## src/rtl/cmd_capture_buffer_pkg.sv

```systemverilog
// Shared types and packet-layout helpers for the command capture buffer.
package cmd_capture_pkg;

  // Capture FSM: IDLE waits for a command cycle, OP2 takes the second operand.
  typedef enum logic [0:0] {
    IDLE = 1'b0,
    OP2  = 1'b1
  } cap_state_e;

  // Field layout at the default widths: {tag, cmd, op1, op2}, op2 in the LSBs.
  localparam int DEF_DATA_W = 32;
  localparam int DEF_CMD_W  = 4;
  localparam int DEF_TAG_W  = 2;
  localparam int DEF_PKT_W  = DEF_TAG_W + DEF_CMD_W + 2 * DEF_DATA_W;
  localparam int OP2_LSB    = 0;
  localparam int OP1_LSB    = DEF_DATA_W;
  localparam int CMD_LSB    = 2 * DEF_DATA_W;
  localparam int TAG_LSB    = CMD_LSB + DEF_CMD_W;

  // Widest field / packet the helper can build; callers truncate to their size.
  localparam int FIELD_MAX_W = 64;
  localparam int PKT_MAX_W   = 4 * FIELD_MAX_W;

  // Pack {tag, cmd, op1, op2} for arbitrary cmd/data widths. Fields must be
  // zero-extended by the caller; the result is right-aligned.
  function automatic logic [PKT_MAX_W-1:0] pack_pkt(
    input logic [FIELD_MAX_W-1:0] tag,
    input logic [FIELD_MAX_W-1:0] cmd,
    input logic [FIELD_MAX_W-1:0] op1,
    input logic [FIELD_MAX_W-1:0] op2,
    input int                     cmd_w,
    input int                     data_w
  );
    logic [PKT_MAX_W-1:0] p;
    p = (PKT_MAX_W'(tag) << (cmd_w + 2 * data_w))
      | (PKT_MAX_W'(cmd) << (2 * data_w))
      | (PKT_MAX_W'(op1) << data_w)
      |  PKT_MAX_W'(op2);
    return p;
  endfunction

endpackage

```

## src/rtl/cmd_capture_buffer_if.sv

```systemverilog
// Sniffed request port plus the packet valid/ready stream to the consumer.
// Handshake: a packet transfers on a rising edge where pkt_valid && pkt_ready;
// while pkt_valid && !pkt_ready, pkt_out/pkt_ts are held stable, and
// pkt_valid never drops without a transfer.
interface cmd_capture_buffer_if #(
  parameter int DATA_W = 32,
  parameter int CMD_W  = 4,
  parameter int TAG_W  = 2,
  parameter int TS_W   = 32
);
  localparam int PKT_W = TAG_W + CMD_W + 2 * DATA_W;

  logic [CMD_W-1:0]  req_cmd_in;
  logic [DATA_W-1:0] req_data_in;
  logic [TAG_W-1:0]  req_tag_in;
  logic              pkt_valid;
  logic              pkt_ready;
  logic [PKT_W-1:0]  pkt_out;
  logic [TS_W-1:0]   pkt_ts;

  // master: the capture buffer (monitors requests, produces packets)
  modport master (
    input  req_cmd_in, req_data_in, req_tag_in, pkt_ready,
    output pkt_valid, pkt_out, pkt_ts
  );

  // slave: the request source / packet consumer side
  modport slave (
    output req_cmd_in, req_data_in, req_tag_in, pkt_ready,
    input  pkt_valid, pkt_out, pkt_ts
  );
endinterface

```

## src/rtl/cmd_capture_buffer_sync_fifo.sv

```systemverilog
// Synchronous FIFO with first-word-fall-through read data, full/empty/level.
// A write on a full FIFO is accepted only when a read happens in the same cycle.
module sync_fifo #(
  parameter int WIDTH = 8,
  parameter int DEPTH = 4
) (
  input  logic                   clk,
  input  logic                   reset,
  input  logic                   wr_en,
  input  logic [WIDTH-1:0]       wr_data,
  input  logic                   rd_en,
  output logic [WIDTH-1:0]       rd_data,
  output logic                   full,
  output logic                   empty,
  output logic [$clog2(DEPTH):0] level
);
  localparam int AW = $clog2(DEPTH);
  localparam int LW = AW + 1;

  logic [WIDTH-1:0] mem_q [DEPTH];
  logic [WIDTH-1:0] mem_d [DEPTH];
  logic [AW-1:0]    wr_ptr_q, wr_ptr_d;
  logic [AW-1:0]    rd_ptr_q, rd_ptr_d;
  logic [LW-1:0]    level_q, level_d;
  logic             do_push;
  logic             do_pop;

  assign full    = (level_q == LW'(DEPTH));
  assign empty   = (level_q == '0);
  assign level   = level_q;
  assign rd_data = mem_q[rd_ptr_q];

  // Next-state for storage, pointers (wrap modulo DEPTH) and level.
  always_comb begin
    mem_d    = mem_q;
    wr_ptr_d = wr_ptr_q;
    rd_ptr_d = rd_ptr_q;
    level_d  = level_q;
    do_pop   = rd_en && !empty;
    do_push  = wr_en && (!full || do_pop);
    if (do_push) begin
      mem_d[wr_ptr_q] = wr_data;
      wr_ptr_d        = wr_ptr_q + AW'(1);
    end
    if (do_pop) begin
      rd_ptr_d = rd_ptr_q + AW'(1);
    end
    case ({do_push, do_pop})
      2'b10:   level_d = level_q + LW'(1);
      2'b01:   level_d = level_q - LW'(1);
      default: level_d = level_q;
    endcase
  end

  // Register FIFO state with synchronous reset.
  always_ff @(posedge clk) begin
    if (reset) begin
      for (int i = 0; i < DEPTH; i++) mem_q[i] <= '0;
      wr_ptr_q <= '0;
      rd_ptr_q <= '0;
      level_q  <= '0;
    end else begin
      mem_q    <= mem_d;
      wr_ptr_q <= wr_ptr_d;
      rd_ptr_q <= rd_ptr_d;
      level_q  <= level_d;
    end
  end
endmodule

```

## src/rtl/cmd_capture_buffer.sv

```systemverilog
// Passive request-port monitor: rebuilds commands into {tag, cmd, op1, op2}
// packets, timestamps them with the command-cycle count and queues them for
// the scoreboard. Drops and protocol violations are reported, never hidden.
module cmd_capture_buffer
  import cmd_capture_pkg::*;
#(
  parameter int DATA_W = 32,
  parameter int CMD_W  = 4,
  parameter int TAG_W  = 2,
  parameter int TS_W   = 32,
  parameter int DEPTH  = 4,
  parameter int TWO_OP = 1
) (
  input  logic                   clk,
  input  logic                   reset,
  cmd_capture_buffer_if.master   bus,
  output logic [$clog2(DEPTH):0] fifo_level,
  output logic                   overflow,
  output logic [7:0]             drop_count,
  output logic                   proto_err,
  output cap_state_e             capture_state
);
  localparam int PKT_W  = TAG_W + CMD_W + 2 * DATA_W;
  localparam int FIFO_W = PKT_W + TS_W;

  cap_state_e        state_q, state_d;
  logic [CMD_W-1:0]  cmd_q, cmd_d;
  logic [TAG_W-1:0]  tag_q, tag_d;
  logic [DATA_W-1:0] op1_q, op1_d;
  logic [TS_W-1:0]   ts_cap_q, ts_cap_d;
  logic [TS_W-1:0]   ts_q, ts_d;
  logic              overflow_q, overflow_d;
  logic [7:0]        drop_q, drop_d;
  logic              proto_q, proto_d;
  logic [FIFO_W-1:0] last_q, last_d;

  logic              push;
  logic [TAG_W-1:0]  push_tag;
  logic [CMD_W-1:0]  push_cmd;
  logic [DATA_W-1:0] push_op1;
  logic [DATA_W-1:0] push_op2;
  logic [TS_W-1:0]   push_ts;
  logic              proto_set;
  logic [PKT_W-1:0]  push_pkt;
  logic              pop;
  logic              drop;

  logic [FIFO_W-1:0] fifo_rd_data;
  logic              fifo_full;
  logic              fifo_empty;

  // Capture FSM next state and the packet being pushed this cycle.
  always_comb begin
    state_d   = state_q;
    cmd_d     = cmd_q;
    tag_d     = tag_q;
    op1_d     = op1_q;
    ts_cap_d  = ts_cap_q;
    push      = 1'b0;
    push_tag  = tag_q;
    push_cmd  = cmd_q;
    push_op1  = op1_q;
    push_op2  = '0;
    push_ts   = ts_cap_q;
    proto_set = 1'b0;
    case (state_q)
      IDLE: begin
        if (bus.req_cmd_in != '0) begin
          cmd_d    = bus.req_cmd_in;
          tag_d    = bus.req_tag_in;
          op1_d    = bus.req_data_in;
          ts_cap_d = ts_q;
          if (TWO_OP != 0) begin
            state_d = OP2;
          end else begin
            // Single-operand: packet leaves in the command cycle itself.
            push     = 1'b1;
            push_tag = bus.req_tag_in;
            push_cmd = bus.req_cmd_in;
            push_op1 = bus.req_data_in;
            push_ts  = ts_q;
          end
        end
      end
      OP2: begin
        // This cycle is always the operand, even if a command shows up.
        push      = 1'b1;
        push_op2  = bus.req_data_in;
        proto_set = (bus.req_cmd_in != '0);
        state_d   = IDLE;
      end
      default: state_d = IDLE;
    endcase
  end

  assign push_pkt = PKT_W'(pack_pkt(FIELD_MAX_W'(push_tag), FIELD_MAX_W'(push_cmd),
                                    FIELD_MAX_W'(push_op1), FIELD_MAX_W'(push_op2),
                                    CMD_W, DATA_W));

  // Handshake, drop accounting, sticky flags, timestamp and held output.
  always_comb begin
    pop        = bus.pkt_ready && !fifo_empty;
    drop       = push && fifo_full && !pop;
    overflow_d = overflow_q | drop;
    drop_d     = drop_q;
    if (drop && (drop_q != 8'hFF)) drop_d = drop_q + 8'd1;
    proto_d    = proto_q | proto_set;
    ts_d       = ts_q + TS_W'(1);
    last_d     = pop ? fifo_rd_data : last_q;
  end

  // Register capture FSM and status state.
  always_ff @(posedge clk) begin
    if (reset) begin
      state_q    <= IDLE;
      cmd_q      <= '0;
      tag_q      <= '0;
      op1_q      <= '0;
      ts_cap_q   <= '0;
      ts_q       <= '0;
      overflow_q <= 1'b0;
      drop_q     <= '0;
      proto_q    <= 1'b0;
      last_q     <= '0;
    end else begin
      state_q    <= state_d;
      cmd_q      <= cmd_d;
      tag_q      <= tag_d;
      op1_q      <= op1_d;
      ts_cap_q   <= ts_cap_d;
      ts_q       <= ts_d;
      overflow_q <= overflow_d;
      drop_q     <= drop_d;
      proto_q    <= proto_d;
      last_q     <= last_d;
    end
  end

  sync_fifo #(
    .WIDTH (FIFO_W),
    .DEPTH (DEPTH)
  ) u_fifo (
    .clk     (clk),
    .reset   (reset),
    .wr_en   (push),
    .wr_data ({push_pkt, push_ts}),
    .rd_en   (bus.pkt_ready),
    .rd_data (fifo_rd_data),
    .full    (fifo_full),
    .empty   (fifo_empty),
    .level   (fifo_level)
  );

  // When empty, the last delivered packet stays on the outputs.
  assign bus.pkt_valid = !fifo_empty;
  assign bus.pkt_out   = fifo_empty ? last_q[FIFO_W-1:TS_W] : fifo_rd_data[FIFO_W-1:TS_W];
  assign bus.pkt_ts    = fifo_empty ? last_q[TS_W-1:0]      : fifo_rd_data[TS_W-1:0];

  assign overflow      = overflow_q;
  assign drop_count    = drop_q;
  assign proto_err     = proto_q;
  assign capture_state = state_q;
endmodule
```

## src/flat_wrapper.sv

```systemverilog
// flat-port wrapper written by rule: the top's interface ports become plain ports
module cmd_capture_buffer_flat import cmd_capture_pkg::*;
#(
  parameter int DATA_W = 32,
  parameter int CMD_W  = 4,
  parameter int TAG_W  = 2,
  parameter int TS_W   = 32,
  parameter int DEPTH  = 4,
  parameter int TWO_OP = 1
)
  (clk, reset, fifo_level, overflow, drop_count, proto_err, capture_state, bus_req_cmd_in, bus_req_data_in, bus_req_tag_in, bus_pkt_ready, bus_pkt_valid, bus_pkt_out, bus_pkt_ts);
  cmd_capture_buffer_if #(.DATA_W(DATA_W), .CMD_W(CMD_W), .TAG_W(TAG_W), .TS_W(TS_W)) bus_i ();
  input  logic clk;
  input  logic reset;
  output logic [$clog2(DEPTH):0] fifo_level;
  output logic overflow;
  output logic [7:0] drop_count;
  output logic proto_err;
  output cap_state_e capture_state;
  input wire logic [$bits(bus_i.req_cmd_in)-1:0] bus_req_cmd_in;
  input wire logic [$bits(bus_i.req_data_in)-1:0] bus_req_data_in;
  input wire logic [$bits(bus_i.req_tag_in)-1:0] bus_req_tag_in;
  input wire logic [$bits(bus_i.pkt_ready)-1:0] bus_pkt_ready;
  output wire logic [$bits(bus_i.pkt_valid)-1:0] bus_pkt_valid;
  output wire logic [$bits(bus_i.pkt_out)-1:0] bus_pkt_out;
  output wire logic [$bits(bus_i.pkt_ts)-1:0] bus_pkt_ts;
  assign bus_i.req_cmd_in = bus_req_cmd_in;
  assign bus_i.req_data_in = bus_req_data_in;
  assign bus_i.req_tag_in = bus_req_tag_in;
  assign bus_i.pkt_ready = bus_pkt_ready;
  assign bus_pkt_valid = bus_i.pkt_valid;
  assign bus_pkt_out = bus_i.pkt_out;
  assign bus_pkt_ts = bus_i.pkt_ts;
  cmd_capture_buffer #(.DATA_W(DATA_W), .CMD_W(CMD_W), .TAG_W(TAG_W), .TS_W(TS_W), .DEPTH(DEPTH), .TWO_OP(TWO_OP)) u_core (.clk(clk), .reset(reset), .bus(bus_i), .fifo_level(fifo_level), .overflow(overflow), .drop_count(drop_count), .proto_err(proto_err), .capture_state(capture_state));
endmodule
```

## config.mk

```make
export PLATFORM = sky130hd
export DESIGN_NAME = cmd_capture_buffer_flat
export DESIGN_NICKNAME = d
export VERILOG_FILES = /design/src/rtl/cmd_capture_buffer_pkg.sv /design/src/rtl/cmd_capture_buffer_if.sv /design/src/rtl/cmd_capture_buffer_sync_fifo.sv /design/src/rtl/cmd_capture_buffer.sv /design/src/flat_wrapper.sv
export SDC_FILE = /design/constraint.sdc
export NUM_CORES = 1
export LEC_CHECK = 0
export ABC_AREA = 0
export CORE_UTILIZATION = 53
export CTS_BUF_LIST = sky130_fd_sc_hd__clkbuf_16
export CTS_CLUSTER_DIAMETER = 60
export DETAILED_ROUTE_END_ITERATION = 8
export GPL_ROUTABILITY_DRIVEN = 1
export PLACE_DENSITY = 0.72
export SLEW_MARGIN = 20
export SYNTH_ARGS = -nofsm -noshare
export SYNTH_HDL_FRONTEND = slang
export SYNTH_SLANG_ARGS = --single-unit
```

## constraint.sdc

```tcl
create_clock -name clk -period 2.95 [get_ports clk]
set_input_delay 0.885 -clock clk [delete_from_list [all_inputs] [get_ports clk]]
set_output_delay 0.885 -clock clk [all_outputs]
set_load 0.05 [all_outputs]
```

* After elaboration in Yosys (flattened, before gate mapping)
Cells that the tools add are included.
Operators by class: add/sub/neg operators 6, multiply operators 0, divide/modulo/power cells 0, $lt $le $gt $ge 3, eq/ne operators 4, shifts and indexed selects 0, multiplexer cells 14, bitwise operators 8, reductions and logical operators 14
Operator list (number):
- $bwmux W408 | 1
- $mux W102 | 3
- $bmux W102 S2 | 1
- $demux W102 S2 | 1
- $mux W70 | 1
- $or A70 B32 Y70 | 1
- $or A70 B64 Y70 | 1
- $or A70 B68 Y70 | 1
- $mux W32 | 2
- $add A32 B1 Y32 const B | 1
- $add A8 B1 Y8 const B | 1
- $ne A8 B8 Y1 const B | 1
- $ge A3 B3 Y1 const B | 2
- $logic_and A1 B1 Y1 | 6
- $not A2 Y3 | 2
- $pmux W3 S2 | 1
- $add A2 B1 Y2 const B | 2
- $pmux W1 S2 | 2
- $reduce_bool A4 Y1 | 1
- $add A3 B1 Y3 const B | 1
- $eq A3 B3 Y1 const B | 1
- $logic_not A1 Y1 | 3
- $logic_not A3 Y1 | 1
- $lt A3 B1 Y1 const B | 1
- 9 further kinds | 11
Storage, ports and cells: flip-flop bits (word level) 630, bits in latches 0, RAM bits 0, memory bits (read-only) 0, input port bits 41, output and inout bits 117, logic and storage cells 66, memories 0

* Logic depth before layout (Yosys ltp)
Gate-level depths: netlist of run 1.
depth after elaboration 7, mapped depth 11, mapped depth without buffers 9

* Hierarchy
A second synthesis of run 1 with hierarchy kept.
Second synthesis, totals: cells, all modules 2738, area total of the unflattened synthesis 28009.4 sq um
Modules (own cells, without submodules):
- sync_fifo | instances 1, cells an instance 1609, area each 18810.5 sq um
- cmd_capture_buffer | instances 1, cells an instance 1129, area each 9198.8 sq um

* Worst setup path after synthesis of run 1
OpenSTA, ideal clock, no wires.
kind register to output, start point register u_core.u_fifo.level_q[0] (netlist: u_core.u_fifo.level[0]), end point output port bus_pkt_out[60], data arrival time 2.574 ns, path slack -0.509 ns, stages on the path, launching flop included 6, buffers on the path 3, cell sequence dfxtp_1 -> or3_1 -> clkbuf_1 -> clkbuf_1 -> buf_1 -> mux2_2
Between the ends: longest elaborated chain between the ends 2
RTL lines:
- start, declared | line cmd_capture_buffer_sync_fifo.sv:24 | logic [LW-1:0] level_q, level_d;
- start signal, assigned | line cmd_capture_buffer_sync_fifo.sv:66 | level_q <= level_d;
- $logic_not A3 Y1 | line cmd_capture_buffer_sync_fifo.sv:29 | assign empty = (level_q == '0);
- $mux W70 | line cmd_capture_buffer.sv:156 | assign bus.pkt_out = fifo_empty ? last_q[FIFO_W-1:TS_W] : fifo_rd_data[FIFO_W-1:TS_W];
- end, declared | line flat_wrapper.sv:25 | output wire logic [$bits(bus_i.pkt_out)-1:0] bus_pkt_out;
No other way between the ends.

* Final worst setup path of run 1
start point register u_core.u_fifo.rd_ptr_q[1], end point output port bus_pkt_out[24]
Between the ends: longest elaborated chain between the ends 5
RTL lines:
- start, declared | line cmd_capture_buffer_sync_fifo.sv:23 | logic [AW-1:0] rd_ptr_q, rd_ptr_d;
- start signal, assigned | line cmd_capture_buffer_sync_fifo.sv:65 | rd_ptr_q <= rd_ptr_d;
- $not A2 Y3 (implied by the code) | line cmd_capture_buffer_sync_fifo.sv:31 | assign rd_data = mem_q[rd_ptr_q];
- $bmux W102 S2 | line cmd_capture_buffer_sync_fifo.sv:31
- $mux W102 (implied by the code) (2 in series) | line cmd_capture_buffer_sync_fifo.sv:31
- $mux W70 | line cmd_capture_buffer.sv:156
No other way between the ends. The select of a mux whose other input is x is not followed.

==> results.sh, run 1 <==
export IMPL_finalHoldViolations=0
export IMPL_skew_ns=0.0208
export IMPL_worstSetupEndpointType="output pin"
export IMPL_h_tree_depth=3
export IMPL_clk_path_buf_depth=3
export IMPL_grt_max_degree=105
export IMPL_routed_wl_mm=77.9
export IMPL_wl_per_cell_um=20.4
export IMPL_cp_required_ns=2.07
export IMPL_post_route_period_util_pct=111
export IMPL_fmax_mhz=304
export IMPL_critPathMaxFanout=7
export IMPL_fin_crit_ns=3.29
export IMPL_area_growth_pct=24.8
export IMPL_grt_antenna_before_repair=2
export IMPL_drtIter0Drc=2432
export IMPL_slew_headroom_pct=43.8
export IMPL_synth_edf_count=0
export IMPL_yosysWarnings=0
export IMPL_dp_hpwl_mm=43.3
export IMPL_vdd_ir_drop_worst_uv=777
export IMPL_synth_common_cells="1171 x nand2_1, 630 x dfxtp_1, 600 x a21oi_1"
export IMPL_yosys_top_cells_area="dfxtp_1 49%, nand2_1 17%, a21oi_1 12%, mux4_2 8.9%, mux2_2 4.5%"
export IMPL_start_kind="flop"
export IMPL_totalPowerFinal_w=0.0245
export IMPL_dr_pass1_iters=6
export IMPL_synthesis_nets=3081
export IMPL_io_pins=158
export IMPL_root_buffer="clkbuf_16"
export IMPL_ant_nets=0
export IMPL_tightest_slew_ns=0.841
export IMPL_syn_mean_instance_area_um2=8.47
export IMPL_gp_congestion=0.867
export IMPL_finalSetupViolCount=102
export IMPL_async_flop_share_pct=0
export IMPL_crit_type="reg2out"
export IMPL_power_density_nw_per_um2=764
export IMPL_numCtsBuffers=68
export IMPL_grt_pass1_vias=22200
export IMPL_synthCells=3032
export IMPL_maxCapViolations=0
export IMPL_port_buffers=157
export IMPL_synth_most_common_cell="nand2_1"
export IMPL_synth_top_area_share_pct=49.1
export IMPL_via_per_inst=5.92
export IMPL_synth_seq_cells=630
export IMPL_outcome="finished with violations"
export IMPL_insertion_delay_ns=0.61
export IMPL_drcViolationCount=0
export IMPL_fin_nets=3198
export IMPL_fp_row_count=80
export IMPL_hold_path_class="reg2reg"
export IMPL_synth_distinct_cells=42
export IMPL_grt_use_total_pct=30.7
export IMPL_violations="negative setup slack"
export IMPL_syn_area_um2=25700
export IMPL_die_h_um=222
export IMPL_ff2ff_path_depth=9
export IMPL_cts_clk_slew_worst_paths_ns=0.06
export IMPL_yosysSeqAreaShare_pct=49.1
export IMPL_core_um2=47700
export IMPL_grt_pass1_wl_mm=120
export IMPL_cts_sinks=630
export IMPL_rsz0062_at_grt="yes"
export IMPL_cp_arrival_ns=2.40
export IMPL_yosys_most_used_dff="dfxtp_1"
export IMPL_vias=22600
export IMPL_dieArea_um2=49300
export IMPL_tritoncts="built"
export IMPL_drive_gt1_share_pct=17.4
export IMPL_ctsHoldBuffers=0
export IMPL_grt_ovfl_total=0
export IMPL_dp_slack_ns=-0.291
export IMPL_leakagePower_nw=11.1
export IMPL_synth_area_leader_cell="dfxtp_1"
export IMPL_chipWidth_um=222
export IMPL_report_final_slew_viol_count=0
export IMPL_setup_slack_ns=-0.337
export IMPL_start_util_pct=53.8
export IMPL_whs_path_depth=2
final timing paths:
path / start / end / slack, ns
setup / recovery: u_core.u_fifo.rd_ptr_q[1] / bus_pkt_out[24] / -0.34
hold / removal: u_core.u_fifo.mem_q[154] / u_core.u_fifo.mem_q[154] / 0.45
setup reg to reg: u_core.u_fifo.level[1] / u_core.u_fifo.level[2] / 0.50
hold reg to reg: u_core.u_fifo.mem_q[154] / u_core.u_fifo.mem_q[154] / 0.45
stage by stage:
stage                     hold slack [ns]  std cells  TNS, ns  area [um^2]  utilization (%)
after floorplan                     0.433       3032        0        25700                -
after CTS                           0.452       3793   -28.81        31600             66.3
after detailed placement            0.443       3632   -0.578        28000             58.5
after global routing                0.467       3814   -27.59        32000             67.1
after global placement              0.438       3632   -0.449        28000             58.5
final                               0.451       3814   -23.67        32000             67.1
layout by cell type (no fill, tap or decap), types with 17 or more instances in the layout:
cell and count:
inv_1 20, buf_8 34, buf_12 52, mux2_4 100, dfxtp_1 625, buf_6 77, nand2_1 1170, clkdlybuf4s50_1 51
clkinv_1 17, a21oi_1 600, nor2_1 32, buf_4 48, clkbuf_16 79, mux4_2 102
logic make-up (layout without fill, tap and decap cells):
kind of cell / after synthesis / in the layout / share of synthesized area, %
AO/OA/AOI/OAI: 628 / 628 / 12.5
XOR/XNOR: 20 / 20 / 0.682
adder cells (fa/ha/maj): 8 / 8 / 0.419
buffers and inverters: 249 / 413 / 3.90
flip-flops: 630 / 630 / 49.1
multiplexers: 207 / 207 / 13.5
other: 0 / 1 / 0
AND/OR/NAND/NOR: 1290 / 1292 / 19.8
layer usage:
| layer | track usage [%] | part of all wire (%) | vias to the layer above |
|---|---|---|---|
| met1 | 37.1 | 38 | 11000 |
| met4 | 14.7 | 4.0 | 0 |
| li1 | - | - | 10400 |
| met5 | 0 | 0 | - |
| met3 | 4.78 | 7.0 | 192 |
| met2 | 53.4 | 51 | 950 |
where the power goes:
group	total (W)	leakage (nW)	switching, W	internal [W]
clock network	0.00845	1.11	0.00349	0.00497
logic	0.00706	4.86	0.00405	0.00300
registers	0.00897	5.09	0.000219	0.00875
critical path, stage by stage, from the launching register on:
cell and delay [ns]:
dfxtp_4 0.43, buf_12 0.17, buf_16 0.14, mux4_2 0.58, mux2_4 0.31, buf_6 0.16
timing repair:
action	4_1_cts	5_1_grt
hold endpoints to repair	0	0
pin swaps	0	2
setup buffers	24	21
gates resized for setup	210	71
gates cloned	18	7
endpoints found under the setup margin	102	103
state kept, by name, summed over array words and instances (netlist names):
register,count
u_core.ts_q,32
u_core.tag_q,2
u_core.drop_count,8
u_core.u_fifo.wr_ptr_q,2
u_core.u_fifo.mem_q,408
u_core.ts_cap_q,32
u_core.op1_q,32
u_core.last_q,102
u_core.u_fifo.level,3
u_core.cmd_q,4
u_core.overflow,1
u_core.u_fifo.rd_ptr_q,2
u_core.proto_err,1
u_core.capture_state,1
final cells by class:
cell class	count	area [um^2]
Sequential cell	630	12600
Antenna cell	1	2.50
Inverter	10	38.8
Clock inverter	46	357
Tap cell	615	769
Multi-Input combinational cell	2155	12500
Fill cell	3633	15700
Timing Repair Buffer	284	3870
Clock buffer	73	1830
Note: power is estimated with default switching activity, not from simulation.
==> run 2: changes to the inputs <==
--- a/config.mk
+++ b/config.mk
@@ -6,6 +6,7 @@
 export NUM_CORES = 1
 export LEC_CHECK = 0
 export ABC_AREA = 0
+export CAP_MARGIN = 40
 export CORE_UTILIZATION = 53
 export CTS_BUF_LIST = sky130_fd_sc_hd__clkbuf_16
 export CTS_CLUSTER_DIAMETER = 60
==> results of run 2 <==
Final layout, timing and power as in run 1 (identical DEF).
==> run 3: changes to the inputs <==
--- a/config.mk
+++ b/config.mk
@@ -12,7 +12,7 @@
 export CTS_CLUSTER_DIAMETER = 60
 export DETAILED_ROUTE_END_ITERATION = 8
 export GPL_ROUTABILITY_DRIVEN = 1
-export PLACE_DENSITY = 0.72
+export PLACE_DENSITY_LB_ADDON = 0.25
 export SLEW_MARGIN = 20
 export SYNTH_ARGS = -nofsm -noshare
 export SYNTH_HDL_FRONTEND = slang
==> run 3 against run 2 <==
The flow still finishes with violations (negative setup slack). Clock skew increased by 0.0027 ns. Maximum frequency is 0.60% higher. Total power decreased by 6.2%. Largest cell class unchanged. First-iteration DRC count decreased by 5.5%. Wire length fell by 3.6%. Clock-buffer cell count shrank 2.
==> results.sh, run 3 (synthesis gave the netlist of run 1 again) <==
export IMPL_slowest_stage="mux4_2"
export IMPL_rsz0062_at_grt="yes"
export IMPL_gp_congestion=0.870
export IMPL_outcome="finished with violations"
export IMPL_violations="negative setup slack"
export IMPL_largest_reg_flops=408
export IMPL_drive_gt1_share_pct=17.2
export IMPL_leakagePower_nw=10.9
export IMPL_die_h_um=222
export IMPL_critPathTopFamily="multiplexers"
export IMPL_crit_chain="buf_12 > buf_8 > buf_16 > mux4_2 > mux2_4 > buf_6"
export IMPL_grt_pass1_wl_mm=118
export IMPL_grt_pass1_vias=22000
export IMPL_cts_sinks=630
export IMPL_tightest_slew_ns=0.844
export IMPL_antenna_cells=0
export IMPL_area_growth_pct=23.4
export IMPL_fp_row_count=80
export IMPL_r2r_end="u_core.last_q[73]"
export IMPL_maxCapViolations=0
export IMPL_start_kind="flop"
export IMPL_fin_util_pct=66.4
export IMPL_fmax_mhz=306
export IMPL_finalSetupViolCount=102
export IMPL_hold_path_class="reg2reg"
export IMPL_vias=22300
export IMPL_chipWidth_um=222
export IMPL_regMostFlops="u_core.u_fifo.mem_q"
export IMPL_setup_slack_ns=-0.317
export IMPL_cts_clk_slew_worst_paths_ns=0.06
export IMPL_dr_pass1_iters=5
export IMPL_worstSetupEndpointType="output pin"
export IMPL_tritoncts="built"
export IMPL_io_pins=158
export IMPL_ff2ff_path_depth=8
export IMPL_start_util_pct=53.8
export IMPL_report_final_slew_viol_count=0
export IMPL_insertion_delay_ns=0.60
export IMPL_fin_crit_ns=3.27
export IMPL_dieArea_um2=49300
export IMPL_reg_top3="u_core.u_fifo.mem_q (408), u_core.last_q (102)"
export IMPL_cp_arrival_ns=2.38
export IMPL_via_per_inst=5.87
export IMPL_vdd_ir_drop_worst_uv=486
export IMPL_critPathMaxFanout=5
export IMPL_startpoint="u_core.u_fifo.rd_ptr_q[1]"
export IMPL_totalPowerFinal_w=0.0230
export IMPL_crit_buf_inv=4
export IMPL_crit_type="reg2out"
export IMPL_h_tree_depth=3
export IMPL_root_buffer="clkbuf_16"
export IMPL_setup_tns_ns=-23.17
export IMPL_finalHoldViolations=0
export IMPL_grt_max_degree=103
export IMPL_final_cell_mix="1170 x nand2_1, 625 x dfxtp_1, 600 x a21oi_1, 102 x mux4_2, 88 x buf_6"
export IMPL_final_common_cell="nand2_1"
export IMPL_drtIter0Drc=2298
export IMPL_skew_ns=0.0235
export IMPL_post_route_period_util_pct=111
export IMPL_wl_per_cell_um=19.7
export IMPL_grt_ovfl_total=0
export IMPL_fin_nets=3195
export IMPL_core_um2=47700
export IMPL_slew_headroom_pct=43.7
export IMPL_drcViolationCount=0
export IMPL_ctsHoldBuffers=0
export IMPL_port_buffers=157
export IMPL_cp_required_ns=2.07
export IMPL_rrSetupSlack_ns=0.37
export IMPL_power_density_nw_per_um2=724
export IMPL_routed_wl_mm=75.1
export IMPL_endpoint="bus_pkt_out[42]"
export IMPL_ant_nets=0
export IMPL_path_depth=6
export IMPL_grt_use_total_pct=29.9
export IMPL_clk_path_buf_depth=3
export IMPL_dp_hpwl_mm=44.6
export IMPL_r2r_start="u_core.u_fifo.level[1]"
export IMPL_max_stage_delay_ns=0.56
export IMPL_numCtsBuffers=66
export IMPL_grt_antenna_before_repair=0
==> run 3: cell types whose count changed in the layout (fill, tap and decap cells not counted), moves of 2 or more <==
cell | previous run | this run
buf_6 | 77 | 88
mux2_4 | 100 | 83
buf_8 | 34 | 25
mux2_2 | 3 | 20
clkinv_2 | 10 | 12
bufinv_16 | 6 | 1
buf_12 | 52 | 55
clkbuf_16 | 79 | 73
==> run 3: worst min-delay path by stage <==
stage / startpoint / endpoint / slack [ns] / cells past startpoint
5_1_grt: u_core.u_fifo.mem_q[115] / u_core.u_fifo.mem_q[115] / 0.46 / 2
3_5_place_dp: u_core.u_fifo.mem_q[27] / u_core.u_fifo.mem_q[27] / 0.44 / 2
4_1_cts: u_core.u_fifo.mem_q[27] / u_core.u_fifo.mem_q[27] / 0.45 / 2
3_3_place_gp: u_core.u_fifo.mem_q[67] / u_core.u_fifo.mem_q[67] / 0.44 / 2
2_1_floorplan: u_core.u_fifo.mem_q[102] / u_core.u_fifo.mem_q[102] / 0.43 / 2
6_report: u_core.u_fifo.mem_q[39] / u_core.u_fifo.mem_q[39] / 0.45 / 2
==> run 3: through the flow <==
stage               hold slack, ns  worst slack (ns)  area, um^2  std cells
floorplan                    0.433            0.0404       25700       3032
global placement             0.438            -0.248       28100       3639
detailed placement           0.443            -0.244       28100       3639
CTS                          0.451            -0.326       31400       3791
global route                 0.464            -0.359       31700       3806
finish                       0.452            -0.317       31700       3806
==> run 3: routing by layer <==
metal / track usage [%] / share of wire [%] / vias up
li1: - / - / 10400
met1: 37.3 / 40 / 10900
met2: 51.3 / 50 / 850
met3: 5.16 / 6.8 / 166
met4: 12.2 / 3.3 / 0
met5: 0 / 0 / -
==> run 3: timing repair <==
action                                  in CTS  in global routing
buffers inserted                            28                 13
endpoints found under the setup margin     102                102
gates cloned                                11                  2
hold endpoints to repair                     0                  0
resized for setup                          197                 39
==> run 3: area by class of cell <==
cell class,instances,area (um^2)
Clock buffer,71,1780
Clock inverter,42,214
Sequential cell,630,12600
Inverter,10,38.8
Tap cell,615,769
Multi-Input combinational cell,2154,12500
Fill cell,3672,16100
Timing Repair Buffer,284,3780
==> run 3: power by group <==
| group | switching [W] | internal, W | leakage (nW) | total [W] |
|---|---|---|---|---|
| Clock | 0.00337 | 0.00441 | 1.03 | 0.00777 |
| Combinational | 0.00369 | 0.00255 | 4.78 | 0.00625 |
| Sequential | 0.000188 | 0.00875 | 5.09 | 0.00894 |
==> run 3: worst reg2reg max path, delay by kind of cell, from the launching register on <==
family | cells | cell delay, ns
buffers and inverters | 4 | 1.40
and+or+nand+nor | 3 | 0.55
DFF | 1 | 0.40
AOI/OAI and AO/OA | 1 | 0.16
